<file path="src/rtl/dbg_pkg.sv">
// Shared types and constants for the JTAG debug transport module.
package dbg_pkg;

  localparam int unsigned IrWidth    = 5;
  localparam int unsigned DtmcsWidth = 32;

  // Instruction register opcodes
  localparam logic [IrWidth-1:0] IR_IDCODE  = 5'h01;
  localparam logic [IrWidth-1:0] IR_DTMCS   = 5'h10;
  localparam logic [IrWidth-1:0] IR_DMI     = 5'h11;
  localparam logic [IrWidth-1:0] IR_BYPASS  = 5'h1f;
  localparam logic [IrWidth-1:0] IR_CAPTURE = 5'b00001;

  // dtmcs write-side control bits
  localparam int unsigned DmiResetBit     = 16;
  localparam int unsigned DmiHardResetBit = 17;

  typedef enum logic [1:0] {
    OP_NOP   = 2'd0,
    OP_READ  = 2'd1,
    OP_WRITE = 2'd2,
    OP_RSVD  = 2'd3
  } dmi_op_e;

  typedef enum logic [1:0] {
    STAT_OK     = 2'd0,
    STAT_RSVD   = 2'd1,
    STAT_FAILED = 2'd2,
    STAT_BUSY   = 2'd3
  } dmi_status_e;

  typedef enum logic [3:0] {
    TAP_RESET,
    TAP_IDLE,
    TAP_SEL_DR,
    TAP_CAPTURE_DR,
    TAP_SHIFT_DR,
    TAP_EXIT1_DR,
    TAP_PAUSE_DR,
    TAP_EXIT2_DR,
    TAP_UPDATE_DR,
    TAP_SEL_IR,
    TAP_CAPTURE_IR,
    TAP_SHIFT_IR,
    TAP_EXIT1_IR,
    TAP_PAUSE_IR,
    TAP_EXIT2_IR,
    TAP_UPDATE_IR
  } tap_state_e;

  typedef struct packed {
    logic [13:0] zero1;
    logic        dmihardreset;
    logic        dmireset;
    logic        zero0;
    logic [2:0]  idle;
    logic [1:0]  dmistat;
    logic [5:0]  abits;
    logic [3:0]  version;
  } dtmcs_t;

endpackage

</file>
<file path="src/rtl/jtag_pin_sync.sv">
// Synchronizes the JTAG pins into the SoC clock domain and derives TCK edge strobes.
module jtag_pin_sync #(
  parameter int unsigned SyncStages = 2
) (
  input  logic clk,
  input  logic rst,
  input  logic tck,
  input  logic tms,
  input  logic tdi,
  input  logic trst_n,
  output logic tms_s,
  output logic tdi_s,
  output logic trst_n_s,
  output logic tck_rise_c,
  output logic tck_fall_c
);

  logic [SyncStages-1:0] tck_sr;
  logic [SyncStages-1:0] tms_sr;
  logic [SyncStages-1:0] tdi_sr;
  logic [SyncStages-1:0] trst_sr;
  logic                  tck_prev;

  // Synchronizer chains; all pins share the same depth so TMS/TDI stay aligned with TCK
  always_ff @(posedge clk) begin
    if (rst) begin
      tck_sr   <= '0;
      tms_sr   <= '0;
      tdi_sr   <= '0;
      trst_sr  <= '0;
      tck_prev <= 1'b0;
    end else begin
      tck_sr   <= {tck_sr[SyncStages-2:0], tck};
      tms_sr   <= {tms_sr[SyncStages-2:0], tms};
      tdi_sr   <= {tdi_sr[SyncStages-2:0], tdi};
      trst_sr  <= {trst_sr[SyncStages-2:0], trst_n};
      tck_prev <= tck_sr[SyncStages-1];
    end
  end

  assign tms_s      = tms_sr[SyncStages-1];
  assign tdi_s      = tdi_sr[SyncStages-1];
  assign trst_n_s   = trst_sr[SyncStages-1];
  assign tck_rise_c = tck_sr[SyncStages-1] & ~tck_prev;
  assign tck_fall_c = ~tck_sr[SyncStages-1] & tck_prev;

endmodule

</file>
<file path="src/rtl/jtag_dmi_responder.sv">
// JTAG TAP plus RISC-V DTM, oversampled on clk_i, bridging DMI scans to a valid/ready interface.
module jtag_dmi_responder
  import dbg_pkg::*;
#(
  parameter logic [31:0] IdcodeValue = 32'h1c5e5db3,
  parameter int unsigned AddrWidth   = 7,
  parameter int unsigned SyncStages  = 2
) (
  input  logic                 clk_i,
  input  logic                 rst_i,
  input  logic                 jtag_tck_i,
  input  logic                 jtag_tms_i,
  input  logic                 jtag_tdi_i,
  input  logic                 jtag_trst_ni,
  output logic                 jtag_tdo_o,
  output logic                 jtag_tdo_oe_o,
  output logic                 dmi_req_valid_o,
  input  logic                 dmi_req_ready_i,
  output logic [AddrWidth-1:0] dmi_req_addr_o,
  output logic [1:0]           dmi_req_op_o,
  output logic [31:0]          dmi_req_data_o,
  input  logic                 dmi_resp_valid_i,
  output logic                 dmi_resp_ready_o,
  input  logic [31:0]          dmi_resp_data_i,
  input  logic                 dmi_resp_err_i
);

  localparam int unsigned DrWidth = AddrWidth + 34;

  logic tms_s, tdi_s, trst_n_s, tck_rise, tck_fall;
  logic tap_rst;

  tap_state_e tap_q, tap_d;
  logic [IrWidth-1:0] ir_q, ir_sr_q;
  logic [DrWidth-1:0] dr_q, dr_cap, dr_shift;
  dtmcs_t             dtmcs_cap;
  logic [1:0]         cap_op;
  logic               shifting;

  logic                 tdo_q, tdo_oe_q;
  logic [1:0]           sticky_q;
  logic                 req_valid_q, resp_pend_q, resp_ready_q;
  logic [AddrWidth-1:0] addr_q;
  logic [31:0]          wdata_q, rdata_q;
  logic [1:0]           op_q;
  logic                 busy;

  jtag_pin_sync #(.SyncStages(SyncStages)) u_pin_sync (
    .clk        (clk_i),
    .rst        (rst_i),
    .tck        (jtag_tck_i),
    .tms        (jtag_tms_i),
    .tdi        (jtag_tdi_i),
    .trst_n     (jtag_trst_ni),
    .tms_s      (tms_s),
    .tdi_s      (tdi_s),
    .trst_n_s   (trst_n_s),
    .tck_rise_c (tck_rise),
    .tck_fall_c (tck_fall)
  );

  assign tap_rst  = rst_i | ~trst_n_s;
  assign busy     = req_valid_q | resp_pend_q;
  assign shifting = (tap_q == TAP_SHIFT_DR) || (tap_q == TAP_SHIFT_IR);

  // TAP state register, advanced on each synchronized TCK rising edge
  always_ff @(posedge clk_i) begin
    if (tap_rst) begin
      tap_q <= TAP_RESET;
    end else if (tck_rise) begin
      tap_q <= tap_d;
    end
  end

  // IEEE 1149.1 next-state decode
  always_comb begin
    tap_d = tap_q;
    case (tap_q)
      TAP_RESET:      tap_d = tms_s ? TAP_RESET      : TAP_IDLE;
      TAP_IDLE:       tap_d = tms_s ? TAP_SEL_DR     : TAP_IDLE;
      TAP_SEL_DR:     tap_d = tms_s ? TAP_SEL_IR     : TAP_CAPTURE_DR;
      TAP_CAPTURE_DR: tap_d = tms_s ? TAP_EXIT1_DR   : TAP_SHIFT_DR;
      TAP_SHIFT_DR:   tap_d = tms_s ? TAP_EXIT1_DR   : TAP_SHIFT_DR;
      TAP_EXIT1_DR:   tap_d = tms_s ? TAP_UPDATE_DR  : TAP_PAUSE_DR;
      TAP_PAUSE_DR:   tap_d = tms_s ? TAP_EXIT2_DR   : TAP_PAUSE_DR;
      TAP_EXIT2_DR:   tap_d = tms_s ? TAP_UPDATE_DR  : TAP_SHIFT_DR;
      TAP_UPDATE_DR:  tap_d = tms_s ? TAP_SEL_DR     : TAP_IDLE;
      TAP_SEL_IR:     tap_d = tms_s ? TAP_RESET      : TAP_CAPTURE_IR;
      TAP_CAPTURE_IR: tap_d = tms_s ? TAP_EXIT1_IR   : TAP_SHIFT_IR;
      TAP_SHIFT_IR:   tap_d = tms_s ? TAP_EXIT1_IR   : TAP_SHIFT_IR;
      TAP_EXIT1_IR:   tap_d = tms_s ? TAP_UPDATE_IR  : TAP_PAUSE_IR;
      TAP_PAUSE_IR:   tap_d = tms_s ? TAP_EXIT2_IR   : TAP_PAUSE_IR;
      TAP_EXIT2_IR:   tap_d = tms_s ? TAP_UPDATE_IR  : TAP_SHIFT_IR;
      TAP_UPDATE_IR:  tap_d = tms_s ? TAP_SEL_DR     : TAP_IDLE;
      default:        tap_d = TAP_RESET;
    endcase
  end

  // Instruction register: capture, shift and update
  always_ff @(posedge clk_i) begin
    if (tap_rst) begin
      ir_q    <= IR_IDCODE;
      ir_sr_q <= '0;
    end else if (tap_q == TAP_RESET) begin
      ir_q <= IR_IDCODE;
    end else if (tck_rise) begin
      case (tap_q)
        TAP_CAPTURE_IR: ir_sr_q <= IR_CAPTURE;
        TAP_SHIFT_IR:   ir_sr_q <= {tdi_s, ir_sr_q[IrWidth-1:1]};
        TAP_UPDATE_IR:  ir_q    <= ir_sr_q;
        default: ;
      endcase
    end
  end

  // Capture and shift values of the selected data register
  always_comb begin
    dtmcs_cap         = '0;
    dtmcs_cap.version = 4'd1;
    dtmcs_cap.abits   = 6'(AddrWidth);
    dtmcs_cap.dmistat = sticky_q;
    dtmcs_cap.idle    = 3'd1;

    cap_op = 2'(STAT_OK);
    if (sticky_q != 2'(STAT_OK)) cap_op = sticky_q;
    else if (busy)               cap_op = 2'(STAT_BUSY);

    case (ir_q)
      IR_IDCODE: dr_cap = DrWidth'(IdcodeValue);
      IR_DTMCS:  dr_cap = DrWidth'(dtmcs_cap);
      IR_DMI:    dr_cap = {addr_q, rdata_q, cap_op};
      default:   dr_cap = '0;
    endcase

    case (ir_q)
      IR_IDCODE, IR_DTMCS: dr_shift = DrWidth'({tdi_s, dr_q[DtmcsWidth-1:1]});
      IR_DMI:              dr_shift = {tdi_s, dr_q[DrWidth-1:1]};
      default:             dr_shift = DrWidth'(tdi_s);
    endcase
  end

  // Data register scans, DTMCS/DMI update actions and the DMI request/response handshake
  always_ff @(posedge clk_i) begin
    if (rst_i) begin
      dr_q         <= '0;
      sticky_q     <= 2'(STAT_OK);
      req_valid_q  <= 1'b0;
      resp_pend_q  <= 1'b0;
      resp_ready_q <= 1'b0;
      addr_q       <= '0;
      wdata_q      <= '0;
      op_q         <= '0;
      rdata_q      <= '0;
    end else begin
      resp_ready_q <= 1'b1;

      if (req_valid_q && dmi_req_ready_i) begin
        req_valid_q <= 1'b0;
        resp_pend_q <= 1'b1;
      end

      if (resp_pend_q && dmi_resp_valid_i) begin
        resp_pend_q <= 1'b0;
        rdata_q     <= dmi_resp_data_i;
        if (dmi_resp_err_i && sticky_q == 2'(STAT_OK)) sticky_q <= 2'(STAT_FAILED);
      end

      if (tap_rst) begin
        dr_q <= '0;
      end else if (tck_rise) begin
        case (tap_q)
          TAP_CAPTURE_DR: begin
            dr_q <= dr_cap;
            if (ir_q == IR_DMI && sticky_q == 2'(STAT_OK) && busy) sticky_q <= 2'(STAT_BUSY);
          end
          TAP_SHIFT_DR: dr_q <= dr_shift;
          TAP_UPDATE_DR: begin
            if (ir_q == IR_DTMCS) begin
              if (dr_q[DmiResetBit] || dr_q[DmiHardResetBit]) sticky_q <= 2'(STAT_OK);
              if (dr_q[DmiHardResetBit]) begin
                req_valid_q <= 1'b0;
                resp_pend_q <= 1'b0;
              end
            end else if (ir_q == IR_DMI) begin
              if (busy) begin
                sticky_q <= 2'(STAT_BUSY);
              end else if ((dr_q[1:0] == 2'(OP_READ) || dr_q[1:0] == 2'(OP_WRITE)) &&
                           sticky_q == 2'(STAT_OK)) begin
                req_valid_q <= 1'b1;
                addr_q      <= dr_q[DrWidth-1:34];
                wdata_q     <= dr_q[33:2];
                op_q        <= dr_q[1:0];
              end
            end
          end
          default: ;
        endcase
      end
    end
  end

  // TDO launches on TCK falling edges; enable drops as soon as the TAP leaves a shift state
  always_ff @(posedge clk_i) begin
    if (tap_rst) begin
      tdo_q    <= 1'b0;
      tdo_oe_q <= 1'b0;
    end else if (!shifting) begin
      tdo_oe_q <= 1'b0;
    end else if (tck_fall) begin
      tdo_oe_q <= 1'b1;
      tdo_q    <= (tap_q == TAP_SHIFT_IR) ? ir_sr_q[0] : dr_q[0];
    end
  end

  assign jtag_tdo_o       = tdo_q;
  assign jtag_tdo_oe_o    = tdo_oe_q;
  assign dmi_req_valid_o  = req_valid_q;
  assign dmi_req_addr_o   = addr_q;
  assign dmi_req_op_o     = op_q;
  assign dmi_req_data_o   = wdata_q;
  assign dmi_resp_ready_o = resp_ready_q;

endmodule

</file>
<file path="config.mk">
export PLATFORM = sky130hd
export DESIGN_NAME = jtag_dmi_responder
export DESIGN_NICKNAME = d
export VERILOG_FILES = /design/src/rtl/dbg_pkg.sv /design/src/rtl/jtag_pin_sync.sv /design/src/rtl/jtag_dmi_responder.sv
export SDC_FILE = /design/constraint.sdc
export NUM_CORES = 1
export LEC_CHECK = 0
export BUFFER_PORTS_ARGS = -buffer_cell sky130_fd_sc_hd__buf_2
export CORE_UTILIZATION = 45
export CTS_BUF_LIST = sky130_fd_sc_hd__clkbuf_8
export CTS_CLUSTER_SIZE = 25
export DETAILED_ROUTE_END_ITERATION = 8
export SYNTH_ARGS = -nofsm -noshare
export SYNTH_HDL_FRONTEND = slang
export SYNTH_HIERARCHICAL = 1
export SYNTH_SLANG_ARGS = --single-unit
export TNS_END_PERCENT = 1
</file>
<file path="constraint.sdc">
create_clock -name clk_i -period 3.15 [get_ports clk_i]
set_input_delay 0.63 -clock clk_i [delete_from_list [all_inputs] [get_ports clk_i]]
set_output_delay 0.63 -clock clk_i [all_outputs]
set_load 0.005 [all_outputs]
</file>
### After elaboration in Yosys (flattened, before gate mapping)

Index checks and enable logic that the tools add are counted.

| operators by class | value |
|---|---|
| reduce and logical (&&, ||, !) cells | 26 |
| bitwise operators | 12 |
| eq/ne operators | 20 |
| muxes and demuxes | 47 |

Operators by type and width:

| operator | count |
|---|---|
| $pmux 41 s2 | 2 |
| $pmux 41 s3 | 1 |
| $pmux 4 s12 | 1 |
| $eq 4x4->1 const B | 8 |
| $mux 2 | 14 |
| $mux 1 | 21 |
| $eq 4x3->1 const B | 4 |
| $mux 4 | 4 |
| $reduce_or 2->1 | 6 |
| $eq 5x5->1 const B | 2 |
| $pmux 5 s2 | 1 |
| $eq 4x2->1 const B | 2 |
| $not 1->1 | 8 |
| $reduce_and 7->1 | 1 |
| $logic_and 1x1->1 | 6 |
| $mux 3 | 2 |
| $reduce_and 2->1 | 3 |
| $reduce_bool 2->1 | 3 |
| $eq 5x1->1 const B | 1 |
| $eq 4x1->1 const B | 1 |
| $logic_not 4->1 | 1 |
| $pmux 2 s2 | 1 |
| $logic_or 1x1->1 | 3 |
| $reduce_and 3->1 | 1 |
| other kinds (6) | 8 |

| word-level totals | value |
|---|---|
| output and inout port bits | 45 |
| logic and storage cells | 124 |
| input bits | 41 |
| register bits after elaboration | 144 |

### Depth between registers and ports, before layout

Gate-level depths: netlist of the first run.

| logic depth | value |
|---|---|
| depth after elaboration | 10 |
| mapped depth | 7 |
| gate-level depth less buffers | 5 |

### Cells and area by module

Netlist of the first run, hierarchy kept.

By module, submodules not included:

| module | times used | seq. area each (um^2) | cells each | area each (um^2) |
|---|---|---|---|---|
| jtag_dmi_responder | 1 | 2,702.6 | 726 | 5,949.5 |
| jtag_pin_sync | 1 | 180.2 | 20 | 249.0 |

### Worst setup path before layout of the first run

No wires, ideal clock.

| timing | value |
|---|---|
| path kind | input -> register |
| start point | input rst_i |
| end point | register wdata_q[2] (netlist: dmi_req_data_o[2]) |
| stages | 5 |
| setup time | 132 ps |
| slack | 1,336 ps |
| arrival | 1,682 ps |
| required time | 3,018 ps |
| cells stage by stage | or4_1 > clkbuf_1 > clkbuf_1 > o21ai_0 > a21oi_1 |

| on the way | value |
|---|---|
| longest elaborated chain between the ends | 3 |

Ends and longest elaborated chain:

| element | line | RTL |
|---|---|---|
| start, declared | jtag_dmi_responder.sv:10 | `input logic rst_i,` |
| $or 1x1->1 | jtag_dmi_responder.sv:62 | `assign tap_rst = rst_i \| ~trst_n_s;` |
| $not 1->1 (no line) | n/a |  |
| $reduce_and 7->1 (no line) | n/a |  |
| end signal, assigned | jtag_dmi_responder.sv:191 | `wdata_q <= dr_q[33:2];` |
| end, declared | jtag_dmi_responder.sv:44 | `logic [31:0] wdata_q, rdata_q;` |

Parallel ways exist; a longest one is shown, timed or not.
A chain may end at the register's enable or synchronous reset.

### Worst setup path after layout of the first run

| timing | value |
|---|---|
| start point | register tap_q[1] |
| end point | register dr_q[35] |

| on the way | value |
|---|---|
| longest elaborated chain between the ends | 3 |

Ends and longest elaborated chain:

| element | line | RTL |
|---|---|---|
| start, declared | jtag_dmi_responder.sv:33 | `tap_state_e tap_q, tap_d;` |
| start signal, assigned | jtag_dmi_responder.sv:71 | `tap_q <= tap_d;` |
| $eq 4x3->1 / $eq 4x2->1 (equally long branches) | jtag_dmi_responder.sv:171 | `case (tap_q)` |
| $reduce_bool 2->1 (no line) | n/a |  |
| $reduce_and 2->1 (no line) | n/a |  |
| end signal, assigned | jtag_dmi_responder.sv:173 | `dr_q <= dr_cap;` |
| end signal, assigned | jtag_dmi_responder.sv:176 | `TAP_SHIFT_DR: dr_q <= dr_shift;` |
| end, declared | jtag_dmi_responder.sv:35 | `logic [DrWidth-1:0] dr_q, dr_cap, dr_shift;` |

Parallel ways exist; a longest one is shown, timed or not.

==> results.py, run 1 <==
metrics = {
    "run_status": {
        "status": "finished clean",
    },
    "power": {
        "power.sequential.fraction_pct": 53.0,
        "netSwitchingFraction_pct": 20.2,
        "power_leakage_nw": 2.56,
        "netSwitchingPower_mw": 0.699,
        "p_int_mw": 2.75,
        "power-per-cell-area_nw_per_um2": 487,
        "pwr-share-clk_pct": 45.1,
        "p_comb_share_pct": 2.0,
        "ir_drop_uv": 240,
    },
    "cts": {
        "clk-insertion-delay-late_ns": 0.45,
        "cts.sinks": 144,
        "clkSlewWorstSetupHoldPaths_ns": 0.07,
        "cts_repair_resize_count": 0,
        "h-tree-depth": 4,
        "cts_hold_repair.buffers": 0,
        "clk_path_buf_depth": 2,
        "cts-buffers-inserted": 17,
        "ctsRootBufferMaster": "sky130_fd_sc_hd__clkbuf_8",
        "number_of_buffers_added_for_setup_after_cts": 0,
        "cts_tree": "yes",
    },
    "floorplanning": {
        "die_area_um2": 14200,
        "die_x_um": 119,
        "floorplan_die_height_um": 119,
        "initial_core_util_pct": 46.4,
        "floorplan.rows": 42,
        "io_pins": 86,
        "floorplan.core_area_um2": 13300,
    },
    "timing": {
        "max_freq_ghz": 0.406,
        "setup_violating_endpoint_count_in_the_final_report": 0,
        "portion_of_the_clock_cycle_consumed_by_the_worst_path_in_the_final_layout_pct": 78.2,
        "maxSlewHeadroom_pct": 26.4,
        "final_period_minus_worst_setup_slack_ns": 2.46,
        "finalHoldViolCount": 0,
        "worstMarginPinSlew_ns": 1.10,
        "grt_setup_unrepaired": "false",
        "setup_tns_ns": 0,
        "worst_clock_skew_ns": 0.00845,
        "finalWorstSetupSlack_ns": 0.687,
        "final-max-slew-violation-count": 0,
    },
    "drt": {
        "drtPass1Iterations": 6,
        "route.detailed.drc": 0,
        "avgViaCountPerCell": 5.80,
        "drt_iter0_drc": 506,
        "route.antenna.remaining_nets": 0,
        "vias": 5709,
        "wl_mm": 16.8,
        "route.detailed.wl_per_inst_um": 17.0,
    },
    "global_route": {
        "overflow": 0,
        "grt_max_degree": 49,
        "global_route_wire_length_before_repair_mm": 27.1,
        "vias_in_the_first_global_route": 5237,
        "grt_usage_pct": 24.4,
        "grt_antenna_before_repair": 0,
    },
    "worst_setup_path": {
        "critical_path_peak_fanout": 29,
        "critical_path_type": "flop to flop",
        "cp.required_ns": 3.52,
        "crit_arrival_ns": 2.83,
        "crit_path_end_kind": "flop",
        "startpoint_type": "flop",
    },
    "hold_path": {
        "min_path_type": "input pin to flop",
    },
    "synth": {
        "register_area_share_after_synthesis_pct": 46.5,
        "post_synth_edffs": 0,
        "synth_cells": 746,
        "syn_area_um2": 6200,
        "synth.net_count": 787,
        "synth_cell_types": 65,
        "ys.warnings.count": 6,
        "avgSynthCellArea_um2": 8.31,
        "synthArstFlopShare_pct": 0,
        "synth_ff_type": "sky130_fd_sc_hd__dfxtp_1",
        "synth_seq_cells": 144,
    },
    "placement": {
        "post_dp_hpwl_mm": 11.2,
        "globalplace.congestion": 0.861,
        "detailedPlace.worstSlack_ns": 0.757,
        "port-buffer-count": 85,
    },
    "cells_and_area": {
        "area_growth_pct": 14.4,
        "layout.cells.most_common": "sky130_fd_sc_hd__dfxtp_1",
        "most_used_cells_in_the_layout_excluding_fill_and_tap_cells": "sky130_fd_sc_hd__dfxtp_1 (144), sky130_fd_sc_hd__a21oi_1 (99), sky130_fd_sc_hd__nand2_1 (88)",
        "num-nets-final": 841,
        "antenna_fix_cells": 0,
        "drive_gt1_share_pct": 20.3,
    },
    "run": {
        "cap_viol_max_count": 0,
    },
}
[routing by layer]
metal / up-vias / wire length [um] / track usage (%)
met5: - / 0 / 0
met4: 0 / 206 / 7.89
met3: 16 / 1120 / 5.51
met2: 208 / 7530 / 36.6
met1: 2714 / 7940 / 34.5
li1: 2771 / - / -
[final timing paths]
check | start | to | slack, ns | cells past startpoint
min | jtag_tdi_i | u_pin_sync/tdi_sr[0]$_SDFF_PP0_ | 0.39 | 2
max | tap_q[1]$_SDFFE_PP0P_ | dr_q[35]$_SDFFE_PP0P_ | 0.69 | 5
min reg2reg | u_pin_sync/trst_sr[0]$_SDFF_PP0_ | u_pin_sync/trst_sr[1]$_SDFF_PP0_ | 0.44 | 1
max reg2reg | tap_q[1]$_SDFFE_PP0P_ | dr_q[35]$_SDFFE_PP0P_ | 0.69 | 5
[power by group through the flow]
stage | clock network [mW] | logic, mW | registers, mW
final | 1.56 | 0.0684 | 1.83
after global routing | 1.67 | 0.0756 | 1.83
after CTS | 1.59 | 0.0687 | 1.83
after detailed placement | 0 | 0.0684 | 1.87
after global placement | 0 | 0.0669 | 1.87
after floorplan | 0 | 0.0308 | 1.87
[final cells by class]
type,count,area [um^2]
clock buffer,20,275
fill,1307,6260
inverter,11,41.3
sequential,144,2880
tap,176,220
multi-input combinational,521,2960
clock inverter,8,139
timing repair buffer,105,576
[synth_stat cells, drive strengths merged (2+ instances only)]
master	n	area (um^2)
nor2b	30	188
o22ai	3	18.8
nor3b	3	22.5
o21ai	57	285
or4b	3	33.8
buf	30	174
a221oi	14	135
nand2	88	330
a21o	3	22.5
mux2	10	113
o211ai	3	22.5
and4	2	17.5
dfxtp	144	2880
nor3	37	236
a31oi	6	37.5
a32oi	3	26.3
and3	3	18.8
clkbuf	40	150
inv	11	41.3
a311oi	11	96.3
or3	2	12.5
a2111oi	2	17.5
or2	3	18.8
o221ai	4	35.0
nor2	40	155
nor4	2	12.5
nor4b	2	32.5
mux2i	4	40.0
a21oi	101	513
o31ai	2	15.0
nand3	59	295
and2	3	18.8
[critical path, cell delays in order, from the launching register on]
cell,delay (ns)
sky130_fd_sc_hd__dfxtp_1,0.77
sky130_fd_sc_hd__or3b_2,0.26
sky130_fd_sc_hd__a21o_1,0.85
sky130_fd_sc_hd__buf_4,0.31
sky130_fd_sc_hd__nand2_1,0.06
sky130_fd_sc_hd__a21oi_1,0.13
[logic make-up (layout without fill, tap and decap cells)]
logic type | count (synthesis) | in the layout | share of synthesized area, %
and+or+nand+nor | 283 | 283 | 23.2
xor gates and xnor gates | 2 | 2 | 0.283
buffers and inverters | 81 | 144 | 5.89
muxes | 14 | 14 | 2.46
DFF | 144 | 144 | 46.5
AOI/OAI and AO/OA | 222 | 222 | 21.7
[metrics by stage]
step	cells	hold WS [ns]	cell area (um^2)	power [mW]	utilization (%)
after floorplan	746	0.414	6200	1.90	-
after global placement	957	0.420	6680	1.94	50.0
after detailed placement	957	0.430	6680	1.94	50.0
after CTS	985	0.364	7090	3.48	53.1
after global routing	985	0.372	7090	3.57	53.1
final	985	0.387	7090	3.45	53.1
[registers in the layout, summed over array words and instances, names as in the netlist, 2 cells and up]
signal	flops
u_pin_sync/trst_sr	2
rdata_q	32
tap_q	4
dr_q	41
ir_sr_q	5
u_pin_sync/tms_sr	2
dmi_req_data_o	32
u_pin_sync/tdi_sr	2
dmi_req_op_o	2
sticky_q	2
u_pin_sync/tck_sr	2
ir_q	5
dmi_req_addr_o	7
(Power assumes the default switching activity.)
==> run 2: changes to the inputs <==
==> constraint.sdc (replaced) <==
create_clock -name clk_i -period 2.3 [get_ports clk_i]
set_input_delay 0.46 -clock clk_i [delete_from_list [all_inputs] [get_ports clk_i]]
set_output_delay 0.46 -clock clk_i [all_outputs]
set_load 0.005 [all_outputs]
==> results.py, run 2 (synthesis gave the netlist of run 1 again) <==
metrics = {
    "timing": {
        "worst_clock_skew_ns": 0.00746,
        "final_period_minus_worst_setup_slack_ns": 2.04,
        "finalWorstSetupSlack_ns": 0.263,
        "final-max-slew-violation-count": 0,
        "finalHoldViolCount": 0,
        "setup_violating_endpoint_count_in_the_final_report": 0,
        "worstMarginPinSlew_ns": 0.908,
        "setup_tns_ns": 0,
        "grt_setup_unrepaired": "false",
        "max_freq_ghz": 0.491,
        "holdWs_ns": 0.215,
        "portion_of_the_clock_cycle_consumed_by_the_worst_path_in_the_final_layout_pct": 88.5,
        "maxSlewHeadroom_pct": 38.7,
    },
    "cells_and_area": {
        "max_flop_register": "dr_q",
        "instances_no_fill": 999,
        "most_used_cells_in_the_layout_excluding_fill_and_tap_cells": "sky130_fd_sc_hd__dfxtp_1 (144), sky130_fd_sc_hd__a21oi_1 (99), sky130_fd_sc_hd__nand2_1 (88)",
        "num-nets-final": 851,
        "drive_gt1_share_pct": 21.4,
        "layout.cells.most_common": "sky130_fd_sc_hd__dfxtp_1",
        "area_growth_pct": 17.3,
        "antenna_fix_cells": 0,
        "flip_flop_count_of_the_largest_register_all_copies_and_words_added": 41,
    },
    "floorplanning": {
        "floorplan_die_height_um": 119,
        "floorplan.rows": 42,
        "initial_core_util_pct": 46.4,
        "io_pins": 86,
        "die_area_um2": 14200,
        "floorplan.core_area_um2": 13300,
        "die_x_um": 119,
    },
    "placement": {
        "dp.cells": 967,
        "post_dp_hpwl_mm": 11.1,
        "port-buffer-count": 85,
        "globalplace.congestion": 0.874,
        "detailedPlace.worstSlack_ns": 0.303,
    },
    "worst_setup_path": {
        "timing.critical_path.buf_inv": 1,
        "startpoint_type": "flop",
        "rrSetupSlack_ns": 0.26,
        "cp.required_ns": 2.69,
        "reg2reg_to": "dmi_req_op_o[1]$_SDFFE_PP0P_",
        "cell_family_with_most_cp_delay": "simple AND/OR/NAND/NOR gates",
        "cp_cell_sequence": "nor2b_1 > nor3b_1 > and4_1 > buf_4 > nand3_1 > a21oi_1",
        "crit_arrival_ns": 2.42,
        "crit_path_end_kind": "flop",
        "cpMaxStageDelayCell": "sky130_fd_sc_hd__nor3b_1",
        "critical_path_peak_fanout": 26,
        "reg2regPathDepth": 6,
        "critical_path_type": "flop to flop",
        "r2r-start": "u_pin_sync/tck_sr[1]$_SDFF_PP0_",
        "cpPeakStageDelay_ns": 0.48,
    },
    "cts": {
        "cts_tree": "yes",
        "cts-buffers-inserted": 17,
        "clkSlewWorstSetupHoldPaths_ns": 0.08,
        "clk_path_buf_depth": 2,
        "number_of_buffers_added_for_setup_after_cts": 0,
        "ctsRootBufferMaster": "sky130_fd_sc_hd__clkbuf_8",
        "clk-insertion-delay-late_ns": 0.45,
        "cts.sinks": 144,
        "h-tree-depth": 4,
        "cts_hold_repair.buffers": 0,
        "cts_repair_resize_count": 0,
    },
    "power": {
        "total_chip_power_mw": 4.88,
        "power_leakage_nw": 2.65,
        "power-per-cell-area_nw_per_um2": 671,
        "ir_drop_uv": 372,
    },
    "global_route": {
        "global_route_wire_length_before_repair_mm": 27.0,
        "grt_antenna_before_repair": 0,
        "overflow": 0,
        "grt_usage_pct": 24.2,
        "vias_in_the_first_global_route": 5217,
        "grt_max_degree": 48,
    },
    "drt": {
        "avgViaCountPerCell": 5.74,
        "route.detailed.drc": 0,
        "route.detailed.wl_per_inst_um": 16.6,
        "vias": 5730,
        "drtPass1Iterations": 6,
        "drt_iter0_drc": 533,
        "route.antenna.remaining_nets": 0,
        "wl_mm": 16.6,
    },
    "hold_path": {
        "holdPathStages": 2,
        "holdCritStartpoint": "jtag_tms_i",
        "worst_hold_path.endpoint": "u_pin_sync/tms_sr[0]$_SDFF_PP0_",
        "min_path_type": "input pin to flop",
    },
    "run_status": {
        "status": "finished clean",
    },
    "run": {
        "cap_viol_max_count": 0,
    },
}
[run 2: changes by cell type in the layout (fill, tap and decap cells not counted), sizes merged]
| cell | previous run | this run |
|---|---|---|
| buf | 105 | 115 |
| inv | 12 | 15 |
| clkinvlp | 0 | 1 |
| bufinv | 4 | 5 |
| clkbuf | 20 | 19 |
[run 2: final cells by class]
| class | count | area [um^2] |
|---|---|---|
| Sequential cell | 144 | 2880 |
| Clock inverter | 13 | 193 |
| Tap cell | 176 | 220 |
| Multi-Input combinational cell | 521 | 2960 |
| Timing Repair Buffer | 115 | 713 |
| Inverter | 11 | 41.3 |
| Fill cell | 1252 | 6080 |
| Clock buffer | 19 | 262 |
[run 2: worst max path at each step]
| stage | cells past startpoint | start | to |
|---|---|---|---|
| final | 6 | u_pin_sync/tck_sr[1]$_SDFF_PP0_ | dmi_req_op_o[1]$_SDFFE_PP0P_ |
| after global routing | 6 | u_pin_sync/tck_sr[1]$_SDFF_PP0_ | dmi_req_data_o[29]$_SDFFE_PP0P_ |
| after CTS | 6 | u_pin_sync/tck_sr[1]$_SDFF_PP0_ | dmi_req_op_o[1]$_SDFFE_PP0P_ |
| after detailed placement | 6 | u_pin_sync/tck_sr[1]$_SDFF_PP0_ | dmi_req_op_o[1]$_SDFFE_PP0P_ |
| after global placement | 6 | u_pin_sync/tck_sr[1]$_SDFF_PP0_ | dmi_req_op_o[0]$_SDFFE_PP0P_ |
| after floorplan | 7 | u_pin_sync/tck_sr[1]$_SDFF_PP0_ | dmi_req_op_o[0]$_SDFFE_PP0P_ |
[run 2: per-layer routing]
layer / wire [um] / part of all wire, % / track usage, %
met5: 0 / 0 / 0
met1: 8110 / 49 / 34.6
met2: 7260 / 44 / 36.3
met3: 989 / 6.0 / 4.74
met4: 238 / 1.4 / 8.28
[run 2: where the power goes]
| group | switching (mW) | total (mW) | internal (mW) |
|---|---|---|---|
| registers | 0.00540 | 2.50 | 2.50 |
| logic | 0.0564 | 0.0978 | 0.0414 |
| clock network | 0.941 | 2.28 | 1.33 |
| total | 1.00 | 4.88 | 3.87 |
[run 2: worst reg2reg max path: stages (launching register included)]
cell,delay [ns]
sky130_fd_sc_hd__dfxtp_1,0.34
sky130_fd_sc_hd__nor2b_1,0.18
sky130_fd_sc_hd__nor3b_1,0.48
sky130_fd_sc_hd__and4_1,0.35
sky130_fd_sc_hd__buf_4,0.31
sky130_fd_sc_hd__nand3_1,0.16
sky130_fd_sc_hd__a21oi_1,0.16
[run 2: stage by stage]
step           area, um^2  utilization [%]
2_1_floorplan        6200                -
3_3_place_gp         6810             51.0
3_5_place_dp         6810             51.0
4_1_cts              7270             54.5
5_1_grt              7270             54.5
6_report             7270             54.5
==> run 3: changes to the inputs <==
--- a/config.mk
+++ b/config.mk
@@ -6,6 +6,7 @@
 export NUM_CORES = 1
 export LEC_CHECK = 0
 export BUFFER_PORTS_ARGS = -buffer_cell sky130_fd_sc_hd__buf_2
+export CORE_ASPECT_RATIO = 0.9
 export CORE_UTILIZATION = 45
 export CTS_BUF_LIST = sky130_fd_sc_hd__clkbuf_8
 export CTS_CLUSTER_SIZE = 25
==> results.py, run 3 (synthesis gave the netlist of run 1 again) <==
metrics = {
    "run_status": {
        "status": "finished clean",
    },
    "global_route": {
        "vias_in_the_first_global_route": 5142,
        "grt_max_degree": 54,
        "global_route_wire_length_before_repair_mm": 26.7,
        "grt_antenna_before_repair": 0,
        "overflow": 0,
        "grt_usage_pct": 24.1,
    },
    "cells_and_area": {
        "max_flop_register": "dr_q",
        "most_used_cells_in_the_layout_excluding_fill_and_tap_cells": "sky130_fd_sc_hd__dfxtp_1 (144), sky130_fd_sc_hd__a21oi_1 (99), sky130_fd_sc_hd__nand2_1 (88)",
        "filler_cell_count": 1283,
        "flip_flop_count_of_the_largest_register_all_copies_and_words_added": 41,
        "antenna_fix_cells": 0,
        "drive_gt1_share_pct": 21.2,
        "num-nets-final": 851,
        "layout.cells.most_common": "sky130_fd_sc_hd__dfxtp_1",
        "area_growth_pct": 15.5,
    },
    "cts": {
        "cts_tree": "yes",
        "clk-insertion-delay-late_ns": 0.45,
        "clk_path_buf_depth": 2,
        "ctsRootBufferMaster": "sky130_fd_sc_hd__clkbuf_8",
        "cts-buffers-inserted": 17,
        "cts.sinks": 144,
        "number_of_buffers_added_for_setup_after_cts": 0,
        "clkSlewWorstSetupHoldPaths_ns": 0.07,
        "h-tree-depth": 4,
    },
    "timing": {
        "worst_clock_skew_ns": 0.00921,
        "final_period_minus_worst_setup_slack_ns": 2.05,
        "maxSlewHeadroom_pct": 37.1,
        "worstMarginPinSlew_ns": 0.931,
        "finalHoldViolCount": 0,
        "grt_setup_unrepaired": "false",
        "holdWs_ns": 0.221,
        "max_freq_ghz": 0.487,
        "setup_tns_ns": 0,
        "portion_of_the_clock_cycle_consumed_by_the_worst_path_in_the_final_layout_pct": 89.3,
        "final-max-slew-violation-count": 0,
        "setup_violating_endpoint_count_in_the_final_report": 0,
    },
    "worst_setup_path": {
        "critical_path_peak_fanout": 31,
        "crit_arrival_ns": 2.37,
        "crit_path_from": "ir_q[4]$_SDFFE_PP0P_",
        "cp.required_ns": 2.61,
        "r2r-start": "ir_q[4]$_SDFFE_PP0P_",
        "critical_path_type": "flop to flop",
        "reg2reg_to": "dmi_req_data_o[27]$_SDFFE_PP0P_",
        "reg2regPathDepth": 6,
        "rrSetupSlack_ns": 0.25,
        "crit_path_end_kind": "flop",
        "crit_path_end": "dmi_req_data_o[27]$_SDFFE_PP0P_",
        "startpoint_type": "flop",
    },
    "floorplanning": {
        "floorplan.core_area_um2": 13400,
        "io_pins": 86,
        "floorplan_die_height_um": 113,
        "die_x_um": 126,
        "initial_core_util_pct": 46.2,
        "floorplan.rows": 40,
        "die_area_um2": 14200,
    },
    "drt": {
        "route.detailed.drc": 0,
        "route.detailed.wl_per_inst_um": 16.7,
        "route.antenna.remaining_nets": 0,
        "avgViaCountPerCell": 5.71,
        "vias": 5649,
        "drtPass1Iterations": 5,
        "wl_mm": 16.6,
        "drt_iter0_drc": 584,
    },
    "run": {
        "cap_viol_max_count": 0,
    },
    "power": {
        "power-per-cell-area_nw_per_um2": 630,
        "power_leakage_nw": 2.60,
        "ir_drop_uv": 490,
    },
    "placement": {
        "port-buffer-count": 85,
        "post_dp_hpwl_mm": 11.2,
        "globalplace.congestion": 0.851,
    },
    "hold_path": {
        "min_path_type": "input pin to flop",
        "holdPathStages": 2,
    },
}
==> run 3: changes by cell type in the layout (fill, tap and decap cells not counted) <==
cell,change
sky130_fd_sc_hd__buf_12,-2
sky130_fd_sc_hd__buf_4,+2
sky130_fd_sc_hd__bufinv_16,-3
sky130_fd_sc_hd__clkbuf_8,+1
sky130_fd_sc_hd__clkinv_2,+2
sky130_fd_sc_hd__clkinvlp_4,-1
sky130_fd_sc_hd__inv_6,-1
sky130_fd_sc_hd__nor3_2,-1
sky130_fd_sc_hd__nor3_4,+1
==> run 3: routing by layer <==
layer | share of wire [%] | GRT usage, % | up-vias
li1 | - | - | 2778
met1 | 50 | 34.3 | 2654
met2 | 43 | 35.9 | 203
met3 | 6.1 | 5.96 | 14
met4 | 0.94 | 6.75 | 0
met5 | 0 | 0 | -
==> run 3: final cells by class <==
class	instances	area (um^2)	share of cell area, %
tap	168	210	2.94
timing repair buffer	115	688	9.62
inverter	11	41.3	0.577
multi-input combinational	521	2960	41.4
sequential	144	2880	40.3
clock inverter	10	96.3	1.35
clock buffer	20	275	3.85
==> run 3: where the power goes <==
| part | switching, mW | internal, mW | leakage [nW] |
|---|---|---|---|
| clock | 0.895 | 1.02 | 0.208 |
| combinational | 0.0557 | 0.0390 | 1.24 |
| sequential | 0.00529 | 2.50 | 1.16 |
==> run 3: critical path, stage by stage (launching register included) <==
cell and delay, ns:
sky130_fd_sc_hd__dfxtp_1 0.34, sky130_fd_sc_hd__buf_4 0.24, sky130_fd_sc_hd__nor4b_1 0.51, sky130_fd_sc_hd__nand4_1 0.24, sky130_fd_sc_hd__buf_4 0.29, sky130_fd_sc_hd__o21ai_0 0.20, sky130_fd_sc_hd__a21oi_1 0.09
==> run 3: how the worst min path moves through the flow <==
| stage | from | endpoint | slack, ns |
|---|---|---|---|
| detailed placement | u_pin_sync/trst_sr[0]$_SDFF_PP0_ | u_pin_sync/trst_sr[1]$_SDFF_PP0_ | 0.42 |
| global placement | u_pin_sync/tck_sr[0]$_SDFF_PP0_ | u_pin_sync/tck_sr[1]$_SDFF_PP0_ | 0.42 |
| finish | jtag_tdi_i | u_pin_sync/tdi_sr[0]$_SDFF_PP0_ | 0.22 |
| CTS | jtag_tdi_i | u_pin_sync/tdi_sr[0]$_SDFF_PP0_ | 0.19 |
| global route | jtag_tms_i | u_pin_sync/tms_sr[0]$_SDFF_PP0_ | 0.20 |
| floorplan | u_pin_sync/tck_sr[0]$_SDFF_PP0_ | u_pin_sync/tck_sr[1]$_SDFF_PP0_ | 0.41 |
==> run 3: per-stage QoR <==
stage               util, %  worst slack [ns]  total power [mW]  instances  area (um^2)
finish                 53.4             0.247              4.51        989         7160
global placement       50.5             0.157              2.65        959         6780
floorplan                 -             0.553              2.60        746         6200
CTS                    53.3            0.0171              4.56        989         7150
global route           53.4             0.165              4.68        989         7160
detailed placement     50.5            0.0476              2.66        959         6780
==> run 3: repair_timing <==
action	in CTS	in global routing
hold endpoints to repair	0	0
hold buffers	0	0
resized for setup	0	1
endpoints found under the setup margin	0	11
